<file path="src/rtl/trivium_xor_packer.sv">
// trivium_xor_packer: packs serial keystream bits into DATA_W-bit words,
// buffers them in a KS_DEPTH-entry FIFO and XORs each word with one input
// data word (encrypt == decrypt).
// Ports:
//   clk, rst              single clock, synchronous active-high reset
//   ks_bit, ks_valid      keystream bit from the generator and its qualifier
//   ks_enable             advance request to the generator (1-cycle response)
//   in_data/valid/ready   data input handshake
//   out_data/valid/ready  registered XOR result handshake
//   ks_overflow           sticky flag: a keystream bit was dropped
module trivium_xor_packer #(
    parameter int unsigned DATA_W    = 8,
    parameter int unsigned KS_DEPTH  = 2,
    parameter bit          LSB_FIRST = 1'b1
) (
    input  logic              clk,
    input  logic              rst,
    input  logic              ks_bit,
    input  logic              ks_valid,
    output logic              ks_enable,
    input  logic [DATA_W-1:0] in_data,
    input  logic              in_valid,
    output logic              in_ready,
    output logic [DATA_W-1:0] out_data,
    output logic              out_valid,
    input  logic              out_ready,
    output logic              ks_overflow
);

    localparam int unsigned BC_W  = $clog2(DATA_W + 1);
    localparam int unsigned CNT_W = $clog2(KS_DEPTH + 1);
    localparam int unsigned PTR_W = (KS_DEPTH > 1) ? $clog2(KS_DEPTH) : 1;

    logic [BC_W-1:0]   bit_cnt_q, bit_cnt_d;
    logic [DATA_W-1:0] asm_q, asm_d;
    logic [DATA_W-1:0] mem_q [KS_DEPTH];
    logic [PTR_W-1:0]  wr_ptr_q, wr_ptr_d;
    logic [PTR_W-1:0]  rd_ptr_q, rd_ptr_d;
    logic [CNT_W-1:0]  count_q, count_d;
    logic [DATA_W-1:0] out_data_q, out_data_d;
    logic              out_valid_q, out_valid_d;
    logic              ovf_q, ovf_d;

    logic              fifo_full;
    logic              fifo_nonempty;
    logic              fifo_pop;
    logic              fifo_push;
    logic              slot_free;
    logic              pending;
    logic [DATA_W-1:0] shifted;
    logic [DATA_W-1:0] push_word;

    function automatic logic [PTR_W-1:0] ptr_inc(input logic [PTR_W-1:0] p);
        return (p == PTR_W'(KS_DEPTH - 1)) ? '0 : p + PTR_W'(1);
    endfunction

    // Handshake and status decode
    always_comb begin
        fifo_full     = (count_q == CNT_W'(KS_DEPTH));
        fifo_nonempty = (count_q != '0);
        in_ready      = fifo_nonempty && (!out_valid_q || out_ready);
        fifo_pop      = in_valid && in_ready;
        // A pop in the same cycle frees a slot for the push
        slot_free     = !fifo_full || fifo_pop;
        pending       = (bit_cnt_q == BC_W'(DATA_W));
        if (LSB_FIRST) begin
            shifted = (asm_q >> 1) | (DATA_W'(ks_bit) << (DATA_W - 1));
        end else begin
            shifted = (asm_q << 1) | DATA_W'(ks_bit);
        end
    end

    // Generator may deliver one more bit after enable drops, so stop one bit early
    assign ks_enable = !rst && ((count_q < CNT_W'(KS_DEPTH)) ||
                                (bit_cnt_q < BC_W'(DATA_W - 1)));

    // Bit assembler: completes words, holds one pending word when the FIFO is full
    always_comb begin
        bit_cnt_d = bit_cnt_q;
        asm_d     = asm_q;
        ovf_d     = ovf_q;
        fifo_push = 1'b0;
        push_word = asm_q;
        if (pending) begin
            if (slot_free) begin
                fifo_push = 1'b1;
                push_word = asm_q;
                if (ks_valid) begin
                    asm_d     = shifted;
                    bit_cnt_d = BC_W'(1);
                end else begin
                    bit_cnt_d = '0;
                end
            end else if (ks_valid) begin
                ovf_d = 1'b1;
            end
        end else if (ks_valid) begin
            asm_d = shifted;
            if (bit_cnt_q == BC_W'(DATA_W - 1)) begin
                if (slot_free) begin
                    fifo_push = 1'b1;
                    push_word = shifted;
                    bit_cnt_d = '0;
                end else begin
                    bit_cnt_d = BC_W'(DATA_W);
                end
            end else begin
                bit_cnt_d = bit_cnt_q + BC_W'(1);
            end
        end
    end

    // FIFO pointers/count and registered XOR stage
    always_comb begin
        wr_ptr_d    = fifo_push ? ptr_inc(wr_ptr_q) : wr_ptr_q;
        rd_ptr_d    = fifo_pop  ? ptr_inc(rd_ptr_q) : rd_ptr_q;
        count_d     = count_q + CNT_W'(fifo_push) - CNT_W'(fifo_pop);
        out_data_d  = out_data_q;
        out_valid_d = out_valid_q;
        if (fifo_pop) begin
            out_data_d  = in_data ^ mem_q[rd_ptr_q];
            out_valid_d = 1'b1;
        end else if (out_ready) begin
            out_valid_d = 1'b0;
        end
    end

    always_ff @(posedge clk) begin
        if (rst) begin
            bit_cnt_q   <= '0;
            asm_q       <= '0;
            wr_ptr_q    <= '0;
            rd_ptr_q    <= '0;
            count_q     <= '0;
            out_data_q  <= '0;
            out_valid_q <= 1'b0;
            ovf_q       <= 1'b0;
        end else begin
            bit_cnt_q   <= bit_cnt_d;
            asm_q       <= asm_d;
            wr_ptr_q    <= wr_ptr_d;
            rd_ptr_q    <= rd_ptr_d;
            count_q     <= count_d;
            out_data_q  <= out_data_d;
            out_valid_q <= out_valid_d;
            ovf_q       <= ovf_d;
        end
    end

    // Storage needs no reset: the count gates every read
    always_ff @(posedge clk) begin
        if (fifo_push) begin
            mem_q[wr_ptr_q] <= push_word;
        end
    end

    assign out_data    = out_data_q;
    assign out_valid   = out_valid_q;
    assign ks_overflow = ovf_q;

endmodule

</file>
<file path="config.mk">
export PLATFORM = sky130hd
export DESIGN_NAME = trivium_xor_packer
export DESIGN_NICKNAME = d
export VERILOG_FILES = /design/src/rtl/trivium_xor_packer.sv
export SDC_FILE = /design/constraint.sdc
export NUM_CORES = 1
export LEC_CHECK = 0
export CAP_MARGIN = 10
export CORE_MARGIN = 8
export CORE_UTILIZATION = 54
export DETAILED_ROUTE_END_ITERATION = 8
export PLACE_DENSITY = 0.85
export SETUP_SLACK_MARGIN = 0.5
export SYNTH_ARGS = -nofsm -noshare
export SYNTH_HDL_FRONTEND = slang
export SYNTH_SLANG_ARGS = --single-unit
export TNS_END_PERCENT = 1
</file>
<file path="constraint.sdc">
create_clock -name clk -period 5.2 [get_ports clk]
set_input_delay 0.52 -clock clk [delete_from_list [all_inputs] [get_ports clk]]
set_output_delay 0.52 -clock clk [all_outputs]
set_load 0.03 [all_outputs]
</file>
==> impl_metrics.toml <==
[worst_setup_path]
cp_data_arrival_time_ns = 2.28
end_kind = "output port"
rr_worst_depth = 5
start_kind = "input port"
critPathKind = "in2out"
required_ns = 4.68
worstPathMaxFanout = 20

[timing]
period_minus_slack_ns = 2.795
whs_ns = 0.4566
max_freq_ghz = 0.3577
tns_ns = 0
slew_viol_final = 0
finalHoldViolations = 0
rsz0062_at_grt = "false"
worst_slack_ns = 2.405
clock-skew-final_ns = 0.006484
slew-limit-headroom = 0.2282
period_share = 0.5376
max_slew.worst_pin.slew_ns = 1.149
setup_viol = 0

[die]
rows = 22
die_w_um = 76.53
die_area_um2 = 5856
die_height_um = 76.53
core_um2 = 3578
start_util = 0.5528
boundaryPins = 26

[drt]
vias_per_cell = 5.132
ant_nets = 0
drt_pass1_iterations = 4
drcViolationCount = 0
avgRoutedWirePerCell_um = 13.20
vias = 1324
wirelength_um = 3406
drt_iter0_markers = 67

[pwr]
ir_worst_vdd_uv = 182.0
finalPower_uw = 690.4
p_leak_nw = 0.8288
pwr_density_cell_nw_per_um2 = 298.3

[place]
io_buffers = 25
post-place-ws_ns = 2.341
post_dp_cell_area_um2 = 2255
post-dp-hpwl_um = 2503
gp_congestion = 0.7801

[global_route]
grt_max_degree = 21
grt_usage = 0.1248
grt_pass1_wl_um = 5968
grt.overflow.total = 0
grt_pass1_vias = 1338
antenna_found_initial = 0

[finish]
fin_nets = 226
area_growth_pct = 17.01
multiInputGateArea_um2 = 897.1
diodes = 0
fillCellCount = 294
finalInstanceArea_um2 = 2315
drive_above_1_share = 0.1238
regArea_um2 = 1021

[clock_network]
cts_hold_buf = 0
root_buffer = "clkbuf_4"
cts_resized = 0
insertion_delay_ns = 0.36
h-tree-depth = 2
clockBufferDepth = 2
cts_setup_buffers = 0
cts_sinks = 43
clk_pin_slew_ns = 0.12
cts_buffers = 5
cts_tree = "done"

[synth]
yosys.area.top_type_share = 0.2732
synth_top_area_cell = "dfxtp_1"
yosysSeqAreaShare = 0.5161
synth.top_cells.by_count = "30 x nand2_1, 27 x dfxtp_1, 16 x edfxtp_1, 16 x mux2i_1, 15 x a21oi_1"
synthTopCellsByArea = "dfxtp_1 27%, edfxtp_1 24%, mux2i_1 8.1%"
synth_edf_count = 16
async_flop_share = 0
yosysUniqueCellTypes = 41
ys_warn_count = 0
synth_cells = 185
synth_seq_cells = 43
syn_avg_cell_area_um2 = 10.69
synth.most_common_cell = "nand2_1"
synth-main-ff-cell = "dfxtp_1"
netlist_area_um2 = 1978
syn_nets = 202

[hold_path]
hp-class = "reg2reg"
hold_depth = 2

[job]
cap_violations = 0

[run_status]
status = "complete, no violations"
[placed cells by master (no fill, tap or decap), types with 2 or more instances in the layout]
cell,instances
mux2i_1,16
clkbuf_4,5
nor2b_1,4
dfxtp_1,27
inv_1,6
nor2_1,7
xnor2_1,9
mux2_2,8
o21a_1,2
ha_1,3
clkdlybuf4s50_1,25
and3_1,2
nand2b_1,2
nand2_1,30
a21oi_1,15
or2_2,2
a31oi_1,2
edfxtp_1,16
nor3_1,4
[metal layers]
metal  GRT usage  part of all wire  vias up
li1            -                 -      693
met1      0.1384              0.45      607
met2      0.2014              0.48       20
met3     0.05071             0.057        4
met4     0.06346             0.013        0
met5           0                 0        -
[layout make-up]
cell class | instances | area share
Sequential cell | 43 | 0.4411
Multi-Input combinational cell | 127 | 0.3876
Timing Repair Buffer | 25 | 0.1081
Tap cell | 48 | 0.02595
Clock buffer | 7 | 0.02378
Inverter | 7 | 0.01135
Clock inverter | 1 | 0.002162
[path summary, 6_finish.rpt]
| check | from | endpoint | slack (ns) |
|---|---|---|---|
| max | rst | ks_enable | 2.40 |
| min | out_data[3]$_SDFFE_PP0P_ | out_data[3]$_SDFFE_PP0P_ | 0.46 |
| max reg2reg | bit_cnt_q[0]$_SDFFE_PP0P_ | mem_q[0][7]$_DFFE_PP_ | 2.82 |
| min reg2reg | out_data[3]$_SDFFE_PP0P_ | out_data[3]$_SDFFE_PP0P_ | 0.46 |
[registers in the layout (all words and copies together) (netlist names), named ones only]
name / count
mem_q: 16
asm_q: 8
out_data: 8
bit_cnt_q: 4
count_q: 2
ks_overflow: 1
out_valid: 1
rd_ptr_q: 1
wr_ptr_q: 1
[power breakdown]
group,internal (mW),switching (mW)
clock network,0.0656,0.107
registers,0.363,0.0172
logic,0.0634,0.0737
[per-stage QoR]
stage,std cells,utilization
floorplan,185,-
global placement,250,0.6301
detailed placement,250,0.6301
CTS,258,0.6469
global route,258,0.6469
finish,258,0.6469
[critical path, stage by stage]
cell,delay [ns]
clkdlybuf4s50_1,0.78
a21oi_1,0.27
clkdlybuf4s50_1,0.70
[cells by family (layout without fill, tap and decap cells)]
family          Yosys count  after routing  share of synthesized area
fa+ha+maj                 3              3                    0.01898
mux                      24             24                     0.1265
flops                    43             43                     0.5161
compound gates           30             30                     0.1082
buf+inv                  15             40                    0.03036
simple gates             60             60                     0.1556
xor+xnor                 10             10                    0.04428
Power figures use the tool's default switching activity.
